<file path="src/rtl/sp_ram_reader_pkg.sv">
// sp_ram_reader_pkg: FSM states and sizing shared by the RAM read initiator and its FIFO
package sp_ram_reader_pkg;
    typedef enum logic [1:0] {IDLE, READ, FLUSH} state_t;
    localparam int FIFO_DEPTH = 4;
    localparam int OUT_W = 3;
endpackage

</file>
<file path="src/rtl/sp_ram_reader_fifo.sv">
// sp_ram_reader_fifo: 4-entry synchronous FIFO with same-cycle push and pop
// Ports: clk, rst (sync, active-high), clr (drop all entries), push/din, pop/dout (head), empty, full.
module sp_ram_reader_fifo #(
    parameter int W = 9
) (
    input  logic         clk,
    input  logic         rst,
    input  logic         clr,
    input  logic         push,
    input  logic [W-1:0] din,
    input  logic         pop,
    output logic [W-1:0] dout,
    output logic         empty,
    output logic         full
);
    import sp_ram_reader_pkg::*;
    localparam int PW = $clog2(FIFO_DEPTH);
    typedef logic [PW:0] cnt_t;
    logic [W-1:0] mem_q [FIFO_DEPTH];
    logic [W-1:0] mem_d [FIFO_DEPTH];
    logic [PW-1:0] wr_q, wr_d, rd_q, rd_d;
    cnt_t cnt_q, cnt_d;
    logic do_push, do_pop;
    assign empty = cnt_q == '0;
    assign full = cnt_q == cnt_t'(FIFO_DEPTH);
    assign dout = mem_q[rd_q];
    assign do_pop = pop && !empty;
    // a full FIFO still accepts a push when the head leaves in the same cycle
    assign do_push = push && !clr && (!full || do_pop);
    always_comb begin
        mem_d = mem_q;
        if (do_push) mem_d[wr_q] = din;
        wr_d = clr ? '0 : wr_q + PW'(do_push);
        rd_d = clr ? '0 : rd_q + PW'(do_pop);
        cnt_d = clr ? '0 : cnt_q + cnt_t'(do_push) - cnt_t'(do_pop);
    end
    always_ff @(posedge clk) begin
        mem_q <= mem_d;
        if (rst) begin
            wr_q <= '0;
            rd_q <= '0;
            cnt_q <= '0;
        end else begin
            wr_q <= wr_d;
            rd_q <= rd_d;
            cnt_q <= cnt_d;
        end
    end
endmodule

</file>
<file path="src/rtl/sp_ram_reader.sv">
// sp_ram_reader: walks a contiguous RAM address range and presents the words as a valid/ready stream
// Optional feature: define SP_RAM_READER_ABORT_EN to add the abort input.
// Ports: clk, rst (sync, active-high); start/start_addr/len command; busy/done status;
//        ram_en/ram_we/ram_addr/ram_data_in/ram_data_out to a 1-cycle-latency RAM;
//        m_valid/m_ready/m_data/m_last stream out; abort (optional) cancels a transfer.
module sp_ram_reader #(
    parameter int DATA_W = 8,
    parameter int ADDR_W = 14,
    parameter int LEN_W  = ADDR_W + 1
) (
    input  logic              clk,
    input  logic              rst,
`ifdef SP_RAM_READER_ABORT_EN
    input  logic              abort,
`endif
    input  logic              start,
    input  logic [ADDR_W-1:0] start_addr,
    input  logic [LEN_W-1:0]  len,
    output logic              busy,
    output logic              done,
    output logic              ram_en,
    output logic              ram_we,
    output logic [ADDR_W-1:0] ram_addr,
    output logic [DATA_W-1:0] ram_data_in,
    input  logic [DATA_W-1:0] ram_data_out,
    output logic              m_valid,
    input  logic              m_ready,
    output logic [DATA_W-1:0] m_data,
    output logic              m_last
);
    import sp_ram_reader_pkg::*;
    state_t state_q, state_d;
    logic [ADDR_W-1:0] addr_q, addr_d;
    logic [LEN_W-1:0] rem_q, rem_d;
    logic [OUT_W-1:0] out_q, out_d;
    logic pend_q, pend_d, pend_last_q, pend_last_d, done_q, done_d;
    logic kill, issue, pop, accept, fifo_empty, fifo_full, head_last;
    logic [DATA_W-1:0] head_data;
`ifdef SP_RAM_READER_ABORT_EN
    assign kill = abort && state_q != IDLE;
`else
    assign kill = 1'b0;
`endif
    // outstanding covers words in the RAM pipeline plus words in the FIFO, so capping it
    // at the FIFO depth guarantees every issued read has a slot waiting for it
    assign issue = state_q == READ && rem_q != '0 && out_q < OUT_W'(FIFO_DEPTH) && !fifo_full && !kill;
    assign pop = m_valid && m_ready;
    // the done cycle already shows IDLE, but a start there must still be ignored
    assign accept = state_q == IDLE && start && !done_q;
    always_comb begin
        state_d = state_q;
        addr_d = issue ? addr_q + ADDR_W'(1) : addr_q;
        rem_d = issue ? rem_q - LEN_W'(1) : rem_q;
        out_d = kill ? '0 : out_q + OUT_W'(issue) - OUT_W'(pop);
        pend_d = issue;
        pend_last_d = issue && rem_q == LEN_W'(1);
        done_d = (state_q == FLUSH || kill) && out_d == '0;
        if (accept) begin
            addr_d = start_addr;
            rem_d = len;
            state_d = len == '0 ? FLUSH : READ;
        end else if (kill || (state_q == FLUSH && out_d == '0)) begin
            state_d = IDLE;
        end else if (pend_last_d) begin
            state_d = FLUSH;
        end
    end
    always_ff @(posedge clk) begin
        if (rst) begin
            state_q <= IDLE;
            addr_q <= '0;
            rem_q <= '0;
            out_q <= '0;
            pend_q <= 1'b0;
            pend_last_q <= 1'b0;
            done_q <= 1'b0;
        end else begin
            state_q <= state_d;
            addr_q <= addr_d;
            rem_q <= rem_d;
            out_q <= out_d;
            pend_q <= pend_d && !kill;
            pend_last_q <= pend_last_d;
            done_q <= done_d;
        end
    end
    sp_ram_reader_fifo #(.W(DATA_W + 1)) u_fifo (
        .clk(clk),
        .rst(rst),
        .clr(kill),
        .push(pend_q),
        .din({pend_last_q, ram_data_out}),
        .pop(pop),
        .dout({head_last, head_data}),
        .empty(fifo_empty),
        .full(fifo_full)
    );
    assign busy = state_q != IDLE;
    assign done = done_q;
    assign ram_en = issue;
    assign ram_we = 1'b0;
    assign ram_addr = addr_q;
    assign ram_data_in = '0;
    assign m_valid = !fifo_empty;
    assign m_data = m_valid ? head_data : '0;
    assign m_last = m_valid && head_last;
endmodule

</file>
<file path="config.mk">
export PLATFORM = sky130hd
export DESIGN_NAME = sp_ram_reader
export DESIGN_NICKNAME = d
export VERILOG_FILES = /design/src/rtl/sp_ram_reader_pkg.sv /design/src/rtl/sp_ram_reader_fifo.sv /design/src/rtl/sp_ram_reader.sv
export SDC_FILE = /design/constraint.sdc
export NUM_CORES = 1
export LEC_CHECK = 0
export ABC_AREA = 1
export ABC_CLOCK_PERIOD_IN_PS = 2250
export CAP_MARGIN = 20
export CORE_MARGIN = 2
export CORE_UTILIZATION = 25
export CTS_BUF_LIST = sky130_fd_sc_hd__clkbuf_4 sky130_fd_sc_hd__clkbuf_8
export CTS_CLUSTER_DIAMETER = 80
export DETAILED_ROUTE_END_ITERATION = 6
export SLEW_MARGIN = 40
export SYNTH_ARGS = -nofsm -noshare
export SYNTH_HDL_FRONTEND = slang
export SYNTH_SLANG_ARGS = --single-unit
</file>
<file path="constraint.sdc">
create_clock -name clk -period 2.25 [get_ports clk]
set_input_delay 0.3375 -clock clk [delete_from_list [all_inputs] [get_ports clk]]
set_output_delay 0.3375 -clock clk [all_outputs]
set_load 0.02 [all_outputs]
</file>
-- Word-level counts from Yosys, hierarchy flattened
Index checks and enable logic that the tools add are counted.
- bits in registers: 80
- input bits: 41
- output and inout port bits: 36
- logic and storage cells: 71
- add/subtract/negate cells: 8
- $lt $le $gt $ge: 4
- eq/ne operators: 4
- multiplexer cells: 15
- bitwise gates (word level): 2
- reductions and logical operators: 24
- operators by type and width (cell ; number):
    $bwmux W36 ; 1
    $mux W15 ; 2
    $mux W14 ; 2
    $mux W9 ; 3
    $bmux W9 S2 ; 1
    $demux W9 S2 ; 1
    $eq A15 B1 Y1 const B ; 1
    $logic_not A15 Y1 ; 1
    $reduce_bool A15 Y1 ; 1
    $sub A15 B1 Y15 const B ; 1
    $add A14 B1 Y14 const B ; 1
    $logic_and A1 B1 Y1 ; 12
    $mux W2 ; 4
    $mux W8 ; 1
    $add A3 B1 Y3 ; 2
    $ge A3 B3 Y1 const B ; 2
    $logic_not A3 Y1 ; 2
    $not A2 Y3 ; 2
    $sub A3 B1 Y3 ; 2
    $add A2 B1 Y2 ; 2
    $reduce_bool A2 Y1 ; 2
    $eq A3 B3 Y1 const B ; 1
    $logic_not A1 Y1 ; 3
    $lt A3 B1 Y1 const B ; 1
    other kinds (6) ; 6

-- Depth between registers and ports, before layout
Gate-level depths: netlist of the first run.
- depth after elaboration: 10
- mapped depth: 16
- gate-level depth less buffers: 15

-- By module
From an unflattened synthesis of the first run, not the netlist that was laid out.
- cells, all modules: 589
- area, all modules: 4491.8 um^2
- modules (own cells, without submodules) (module ; times used ; cells an instance ; area an instance (um^2) ; sequential area each (um^2)):
    sp_ram_reader ; 1 ; 424 ; 2636.3 ; 740.7
    sp_ram_reader_fifo ; 1 ; 165 ; 1855.5 ; 1221.2

-- Least setup slack after synthesis of the first run
No wires, ideal clock.
- path kind: register -> register
- from: register rem_q[0]
- to: register state_q[1]
- arrival time: 2.424 ns
- slack: -0.293 ns
- cell stages (with the launch flop): 17
- cells stage by stage: dfxtp_1 > inv_1 > ha_1 > nand2_4 > nor2_8 > nand2_4 > nand2_4 > buf_8 > inv_2 > ha_1 > inv_1 > fa_1 > xnor2_1 > xor2_1 > nand3_1 > nand2_1 > a21oi_1
- cells in the longest elaborated chain, start to end: 10
- elaborated cells between the ends (all ways): 13
- ends and longest elaborated chain (element ; RTL line ; source):
    start, declared ; sp_ram_reader.sv:34 ; logic [LEN_W-1:0] rem_q, rem_d;
    start signal, assigned ; sp_ram_reader.sv:80 ; rem_q <= rem_d;
    $reduce_bool A15 Y1 (*) ; sp_ram_reader.sv:46 ; assign issue = state_q == READ && rem_q != '0 && out_q < OUT_W'(FIFO_DEPTH) && !fifo_full && !kill;
    $logic_and A1 B1 Y1 (*) (3 in series) ; sp_ram_reader.sv:46 ;
    net ram_en ; sp_ram_reader.sv:21 ; output logic ram_en,
    $add A3 B1 Y3 ; sp_ram_reader.sv:54 ; out_d = kill ? '0 : out_q + OUT_W'(issue) - OUT_W'(pop);
    $sub A3 B1 Y3 ; sp_ram_reader.sv:54 ;
    $logic_not A3 Y1 ; sp_ram_reader.sv:62 ; end else if (kill || (state_q == FLUSH && out_d == '0)) begin
    $logic_and A1 B1 Y1 ; sp_ram_reader.sv:62 ;
    $mux W2 ; sp_ram_reader.sv:62 ;
    $mux W2 ; sp_ram_reader.sv:58 ; if (accept) begin
    end signal, assigned ; sp_ram_reader.sv:78 ; state_q <= state_d;
    end, declared ; sp_ram_reader.sv:32 ; state_t state_q, state_d;
The timed path passes the listed nets; every way through them passes the cells marked *.
A chain may end at the register's enable or synchronous reset.

-- Worst setup path after layout of the first run
- from: register u_fifo.cnt_q[1]
- to: register state_q[1]
- cells in the longest elaborated chain, start to end: 9
- elaborated cells between the ends (all ways): 14
- ends and longest elaborated chain (element ; RTL line ; source):
    start, declared ; sp_ram_reader_fifo.sv:22 ; cnt_t cnt_q, cnt_d;
    start signal, assigned ; sp_ram_reader_fifo.sv:46 ; cnt_q <= cnt_d;
    $eq A3 B3 Y1 ; sp_ram_reader_fifo.sv:25 ; assign full = cnt_q == cnt_t'(FIFO_DEPTH);
    $logic_not A1 Y1 ; sp_ram_reader.sv:46 ;
    $logic_and A1 B1 Y1 ; sp_ram_reader.sv:46 ;
    $add A3 B1 Y3 ; sp_ram_reader.sv:54 ;
    $sub A3 B1 Y3 ; sp_ram_reader.sv:54 ;
    $logic_not A3 Y1 ; sp_ram_reader.sv:62 ;
    $logic_and A1 B1 Y1 ; sp_ram_reader.sv:62 ;
    $mux W2 ; sp_ram_reader.sv:62 ;
    $mux W2 ; sp_ram_reader.sv:58 ;
Several ways; a longest one is shown, not always the timed one.

==> flow_summary.json, run 1 <==
{
  "status": "finished clean",
  "initial_core_util_pct": 25.6,
  "place_area_sq_um": 5330,
  "coreArea_sq_um": 16600,
  "dp_hpwl_mm": 7.52,
  "root_buffer": "clkbuf_8",
  "grt_pass1_vias": 3628,
  "path_buf_inv": 2,
  "rows": 47,
  "worstPathCellList": "nor3_4, nor2_1, ha_1, inv_1, ha_1, inv_1, fa_2, nor3b_2, nand3_1, nand2_1, a21oi_1",
  "synth-edff-count": 36,
  "grt_pass1_wl_mm": 17.4,
  "drtIter0Drc": 233,
  "place.port_buffers": 67,
  "grt_max_degree": 42,
  "viasPerCell": 4.34,
  "cts_tree": "done",
  "critPathArrivalTime_ns": 2.41,
  "slowest_delay_ns": 0.52,
  "powerDensity_nw_per_um2": 1010,
  "synthArstFlopShare_pct": 0,
  "syn_area_sq_um": 4240,
  "hold_path.class": "reg2reg",
  "cts_max_level": 3,
  "ios": 77,
  "slowest_stage": "fa_2",
  "peakVddDrop_mv": 0.385,
  "nets": 681,
  "maxSlewViolCount": 0,
  "gp_congestion": 0.821,
  "finClkSkew_ns": 0.00634,
  "max_freq_mhz": 460,
  "clk_path_buf_depth": 2,
  "ys_warn_count": 0,
  "wl_mm": 10.6,
  "path_max_fanout": 3,
  "cp-start-kind": "register",
  "maxCapViolations": 0,
  "final_util_pct": 33.7,
  "synth_top_cells_by_area": "edfxtp_1 25%, dfxtp_1 21%, nor2_1 8.7%, nand2_1 8.2%, nand3_1 5.3%",
  "syn2layout_area_growth_pct": 31.9,
  "clock_latency_ns": 0.36,
  "yosysTopAreaCellShare_pct": 25.5,
  "syn_inst": 537,
  "syn_avg_cell_area_sq_um": 7.90,
  "layout_common_cells": "98 x nor2_1, 93 x nand2_1, 57 x clkdlybuf4s50_1",
  "p_leak_uw": 0.00229,
  "fin_crit_sh_pct": 96.6,
  "dieArea_sq_um": 18000,
  "drive_above_1_share_pct": 12.9,
  "synth_ff_type": "dfxtp_1",
  "first_pass_iters": 6,
  "drc": 0,
  "fillers": 1735,
  "vias": 3704,
  "clk_pin_slew_worst_paths_ns": 0.09,
  "final_common_cell": "nor2_1",
  "ys_seq_area_share_pct": 46.3,
  "yosys.area.top_type": "edfxtp_1",
  "cp-end-kind": "register",
  "synth.distinct_cells": 38,
  "antenna_found_initial": 0,
  "synth-seq-cells": 80,
  "rsz0062_at_grt": "yes",
  "final_area_sq_um": 5600,
  "grt.overflow.total": 0,
  "dieWidth_microns": 134,
  "diodes": 0,
  "hold_viol_final": 0,
  "ant_nets": 0,
  "dieHeight_microns": 134,
  "crit_type": "reg2reg",
  "setup_viol": 0,
  "wl_per_cell_microns": 12.4,
  "critical-path-top-delay-family": "adder cells",
  "worstPathRequired_ns": 2.49,
  "grt.total_usage_pct": 12.1,
  "clock_sinks": 80,
  "numCtsBuffers": 9,
  "finalCriticalPeriod_ns": 2.17
}
==> cells by family after synthesis <==
group | Yosys count | synth area share, %
simple gates | 274 | 28.5
buf+inv | 79 | 8.76
fa+ha+maj | 11 | 3.60
compound gates | 79 | 10.1
xor+xnor | 13 | 2.68
other cells | 1 | 0.0884
flops | 80 | 46.3
==> worst register-to-register path: cells and delay by family (launching register included) <==
family | cells | cell delay [ns]
compound gates | 1 | 0.05
buf+inv | 2 | 0.11
fa+ha+maj | 3 | 0.91
simple gates | 5 | 0.61
flops | 1 | 0.37
==> metal layers <==
metal	vias to the layer above	part of all wire, %	wire (microns)	global-route usage (%)
met5	-	0	0	0
met4	0	1.0	111	2.92
met3	13	7.0	740	3.33
met2	127	45	4710	19.8
met1	1645	47	5020	15.8
li1	1919	-	-	-
==> sequential cells by signal, summed over array words and instances, names as in the netlist <==
signal and cells:
done 1, rem_q 15, ram_addr 14, u_fifo.rd_q 2, pend_q 1, out_q 3
pend_last_q 1, u_fifo.cnt_q 3, u_fifo.wr_q 2, u_fifo.mem_q 36, state_q 2
==> synth_stat cells (all sizes together) (4+ instances only) <==
library cell	number
nand3	46
ha	9
o21bai	6
or2	5
nand2	97
a21oi	35
edfxtp	36
nand4	9
buf	18
dfxtp	44
xor2	6
clkbuf	11
xnor2	7
nor2	104
o21a	4
o21ai	31
nor3	6
inv	49
==> final timing paths <==
kind	to	slack [ns]	from	cells past startpoint
setup / recovery	state_q[1]	0.08	u_fifo.cnt_q[1]	11
hold / removal	rem_q[14]	0.49	rem_q[14]	2
setup reg to reg	state_q[1]	0.08	u_fifo.cnt_q[1]	11
hold reg to reg	rem_q[14]	0.49	rem_q[14]	2
==> repair_timing <==
action | in CTS | in global routing
hold buffers | 0 | 0
pin swaps | 0 | 5
resized for setup | 12 | 12
buffers inserted | 0 | 2
endpoints found under the setup margin | 10 | 5
==> power by group <==
group	internal, uW	total (uW)	switching [uW]
Combinational	1040	2450	1410
Clock	749	1320	567
Sequential	1700	1900	193
Total	3490	5660	2170
==> stage by stage <==
step / std cells / worst slack (ns) / hold WS [ns] / total power (uW) / setup TNS (ns)
after floorplan: 545 / -0.0301 / 0.436 / 3530 / -0.0301
after global placement: 836 / -0.278 / 0.465 / 4390 / -0.625
after detailed placement: 836 / -0.302 / 0.477 / 4410 / -0.738
after CTS: 852 / 0.0101 / 0.489 / 5660 / 0
after global routing: 854 / -0.0417 / 0.507 / 6090 / -0.0417
final: 854 / 0.0770 / 0.488 / 5660 / 0
==> final cells by class <==
type	count	area (sq um)	area share, %
multi-input combinational	386	1980	35.4
timing repair buffer	102	928	16.6
sequential	80	1970	35.2
tap	220	275	4.92
clock buffer	9	124	2.21
clock inverter	7	124	2.21
inverter	50	194	3.47
Note: power is estimated with default switching activity, not from simulation.
==> run 2, diff against run 1 <==
- CORE_UTILIZATION: 25 -> 49
- PLACE_DENSITY: not set -> 0.78
- SLEW_MARGIN: 40 -> not set
==> flow_summary.json, run 2 (synthesis results as in run 1) <==
{
  "status": "finished clean",
  "top_register": "u_fifo.mem_q",
  "grt_pass1_vias": 3636,
  "ant_nets": 0,
  "place.port_buffers": 67,
  "cp-start-kind": "register",
  "clock_latency_ns": 0.36,
  "grt_max_degree": 38,
  "largest_reg_flops": 36,
  "finalCriticalPeriod_ns": 2.23,
  "clk_pin_slew_worst_paths_ns": 0.09,
  "postCtsHoldBufs": 0,
  "layout_common_cells": "98 x nor2_1, 93 x nand2_1, 57 x clkdlybuf4s50_1",
  "diodes": 0,
  "drive_above_1_share_pct": 11.9,
  "fin_crit_sh_pct": 99.3,
  "max_freq_mhz": 448,
  "syn2layout_area_growth_pct": 26.8,
  "powerDensity_nw_per_um2": 1010,
  "critPathArrivalTime_ns": 2.47,
  "path_max_fanout": 8,
  "numCtsBuffers": 9,
  "initial_core_util_pct": 51.1,
  "hold_viol_final": 0,
  "grt_pass1_wl_mm": 16.4,
  "grt.overflow.total": 0,
  "maxSlewViolCount": 0,
  "drtIter0Drc": 145,
  "rsz0062_at_grt": "yes",
  "vias": 3749,
  "fillers": 684,
  "worstPathRequired_ns": 2.49,
  "ios": 77,
  "cp-end-kind": "register",
  "final_common_cell": "nor2_1",
  "cts_max_level": 3,
  "dieWidth_microns": 97.0,
  "cts_tree": "done",
  "wl_mm": 9.91,
  "wl_per_cell_microns": 13.5,
  "drc": 0,
  "place_area_sq_um": 5160,
  "tns_ns": 0,
  "dieArea_sq_um": 9420,
  "clk_path_buf_depth": 2,
  "dieHeight_microns": 97.0,
  "rrSetupSlack_ns": 0.02,
  "viasPerCell": 5.10,
  "coreArea_sq_um": 8300,
  "crit_type": "reg2reg",
  "p_leak_uw": 0.00226,
  "grt.total_usage_pct": 21.2,
  "gp_congestion": 0.872,
  "root_buffer": "clkbuf_8",
  "rows": 33,
  "maxCapViolations": 0,
  "setup_viol": 0,
  "hold_path.class": "reg2reg",
  "final_area_sq_um": 5380,
  "clock_sinks": 80,
  "dp_hpwl_mm": 7.19,
  "antenna_found_initial": 0,
  "finClkSkew_ns": 0.0133,
  "nets": 677,
  "peakVddDrop_mv": 0.399,
  "first_pass_iters": 4
}
==> run 2: changes by cell type in the layout (fill, tap and decap cells not counted), sizes merged <==
cell	before	now
clkinvlp	1	2
clkdlybuf4s15	2	0
dlygate4sd2	6	10
bufinv	3	1
clkinv	1	2
buf	35	31
clkbuf	11	9
==> run 2: power by group <==
group	internal, uW	switching, uW
Clock	534	585
Sequential	1700	187
Combinational	1010	1410
Total	3250	2190
==> run 2: repair_timing <==
| action | in CTS | in global routing |
|---|---|---|
| endpoints found under the setup margin | 11 | 3 |
| pin swaps | 2 | 3 |
| resized for setup | 13 | 3 |
| buffers inserted | 0 | 1 |
| hold endpoints to repair | 0 | 0 |
==> run 2: worst max-delay path, cell delays in order (launching register included) <==
cell and delay (ns):
dfxtp_2 0.34, inv_1 0.07, ha_4 0.18, nand2_4 0.09
nor2_8 0.05, nand2_4 0.07, nand2_4 0.06, inv_6 0.09
ha_1 0.15, inv_1 0.05, fa_2 0.35, xnor2_2 0.15
xor2_1 0.20, nand3_1 0.11, nand2_1 0.08, a21oi_1 0.06
==> run 2: final timing paths <==
path,start,end,depth (start not counted)
max reg2reg,rem_q[1],state_q[1],15
min reg2reg,pend_last_q,u_fifo.mem_q[35],0
min,pend_last_q,u_fifo.mem_q[35],0
max,rem_q[1],state_q[1],15
==> run 2: through the flow <==
step / total power [uW] / setup slack [ns] / instances / hold slack (ns) / util [%]
after global routing: 5820 / -0.165 / 735 / 0.519 / 64.8
after detailed placement: 4370 / -0.368 / 718 / 0.469 / 62.2
after global placement: 4270 / -0.272 / 718 / 0.456 / 62.2
after floorplan: 3530 / -0.0301 / 545 / 0.436 / -
final: 5440 / 0.0157 / 735 / 0.485 / 64.8
after CTS: 5430 / 0.00486 / 734 / 0.490 / 64.6
==> run 2: layout make-up <==
class	count	area (sq um)	area share, %
clock buffers	9	124	2.30
clock inverters	7	83.8	1.56
repair buffers	98	907	16.9
multi-input cells	386	1970	36.6
flip-flops and latches	80	1970	36.5
inverters	50	198	3.67
well taps	105	131	2.44
==> run 2: routing by layer <==
layer / global-route usage, % / share of wire (%) / up-vias
li1: - / - / 1923
met1: 25.4 / 42 / 1714
met2: 36.9 / 51 / 101
met3: 4.19 / 5.0 / 11
met4: 9.21 / 1.6 / 0
met5: 0 / 0 / -
==> run 3, diff against run 2 <==
- ABC_CLOCK_PERIOD_IN_PS: 2250 -> 2800
- CORE_MARGIN: 2 -> 3
- CORE_UTILIZATION: 49 -> 59
- PLACE_DENSITY: 0.78 -> 0.88
- clock period: 2.25 -> 2.8 ns (I/O delays scaled with it)
==> flow_summary.json, run 3 (synthesis results as in run 1) <==
{
  "status": "finished clean",
  "dieWidth_microns": 90.8,
  "p_total_uw": 4260,
  "root_buffer": "clkbuf_8",
  "p_clk_share_pct": 20.6,
  "finClkSkew_ns": 0.0156,
  "drive_above_1_share_pct": 7.69,
  "grt_pass1_vias": 3614,
  "critPathArrivalTime_ns": 2.90,
  "hold_path.class": "reg2reg",
  "ant_nets": 0,
  "crit_type": "reg2reg",
  "drc": 0,
  "cp-start-kind": "register",
  "setup_slack_ns": 0.133,
  "diodes": 0,
  "place_area_sq_um": 4970,
  "dp_cells": 691,
  "layout_common_cells": "98 x nor2_1, 93 x nand2_1, 67 x clkdlybuf4s50_1",
  "viasPerCell": 5.37,
  "pre_cts_slack_ns": 0.0497,
  "maxCapViolations": 0,
  "worst_pin_slew_ns": 0.653,
  "wl_mm": 9.82,
  "ios": 77,
  "wl_per_cell_microns": 13.9,
  "clk_pin_slew_worst_paths_ns": 0.09,
  "drtIter0Drc": 207,
  "syn2layout_area_growth_pct": 22.1,
  "largest_reg_flops": 36,
  "place.port_buffers": 67,
  "intPower_uw": 2540,
  "cts_tree": "done",
  "netSwitchingPower_uw": 1720,
  "vias": 3800,
  "instances_no_fill": 707,
  "grt_pass1_wl_mm": 16.0,
  "clock_sinks": 80,
  "dieHeight_microns": 90.8,
  "cp-end-kind": "register",
  "grt.overflow.total": 0,
  "rows": 30,
  "top_register": "u_fifo.mem_q",
  "comb_power_share_pct": 43.4,
  "nets": 658,
  "clock_latency_ns": 0.35,
  "seq_power_share_pct": 36.0,
  "hold_viol_final": 0,
  "coreArea_sq_um": 6870,
  "slew_headroom_pct": 56.4,
  "grt_max_degree": 38,
  "p_leak_uw": 0.00212,
  "fin_crit_sh_pct": 95.2,
  "postCtsHoldBufs": 0,
  "gp_congestion": 0.899,
  "max_freq_mhz": 375,
  "finalCriticalPeriod_ns": 2.67,
  "grt.total_usage_pct": 24.1,
  "final_util_pct": 75.4,
  "numCtsBuffers": 9,
  "maxSlewViolCount": 0,
  "first_pass_iters": 5,
  "initial_core_util_pct": 61.7,
  "peakVddDrop_mv": 0.384,
  "swShare_pct": 40.3,
  "final_area_sq_um": 5180,
  "dp_hpwl_mm": 6.93,
  "antenna_found_initial": 0,
  "powerDensity_nw_per_um2": 822,
  "setup_viol": 0,
  "clk_path_buf_depth": 2,
  "cts_max_level": 3,
  "path_max_fanout": 8,
  "dieArea_sq_um": 8240,
  "fillers": 491,
  "final_common_cell": "nor2_1",
  "worstPathRequired_ns": 3.03
}
==> run 3: layout make-up <==
class,instances,area (sq um),share of cell area (%)
Timing Repair Buffer,79,761,14.7
Tap cell,96,120,2.32
Multi-Input combinational cell,386,1950,37.6
Clock buffer,9,124,2.39
Clock inverter,7,78.8,1.52
Inverter,50,188,3.62
Sequential cell,80,1960,37.9
==> run 3: what timing repair did <==
item	CTS	global route
endpoints found under the hold margin	0	0
resized for setup	0	2
endpoints found under the setup margin	0	2
setup buffers	0	0
==> run 3: power groups by stage <==
stage | logic, uW | registers, uW | clock network (uW)
finish | 1850 | 1530 | 875
global route | 2050 | 1560 | 954
CTS | 1830 | 1530 | 889
detailed placement | 1810 | 1550 | 0
global placement | 1730 | 1550 | 0
floorplan | 1240 | 1550 | 0
==> run 3: final timing paths <==
check,depth (start not counted),start,to,slack [ns]
max,15,rem_q[0],state_q[1],0.13
min,0,pend_last_q,u_fifo.mem_q[8],0.49
max reg2reg,15,rem_q[0],state_q[1],0.13
min reg2reg,0,pend_last_q,u_fifo.mem_q[8],0.49
==> run 3: stage by stage <==
step | hold slack, ns | setup TNS, ns
finish | 0.490 | 0
global route | 0.499 | -0.0203
CTS | 0.491 | 0
detailed placement | 0.468 | 0
global placement | 0.455 | 0
floorplan | 0.438 | 0
==> run 3: critical path, cell delays in order (launching register included) <==
cell	delay, ns
dfxtp_2	0.37
inv_1	0.09
ha_1	0.27
nand2_4	0.13
nor2_8	0.06
nand2_4	0.07
nand2_4	0.05
inv_2	0.15
ha_1	0.17
inv_1	0.05
fa_1	0.41
xnor2_2	0.18
xor2_1	0.26
nand3_1	0.14
nand2_1	0.09
a21oi_1	0.06
==> run 3: layer usage <==
metal / track usage, % / vias to the layer above / share of wire, %
li1: - / 1882 / -
met1: 29.0 / 1749 / 41
met2: 42.3 / 146 / 51
met3: 5.33 / 23 / 6.2
met4: 8.29 / 0 / 1.9
met5: 0 / - / 0
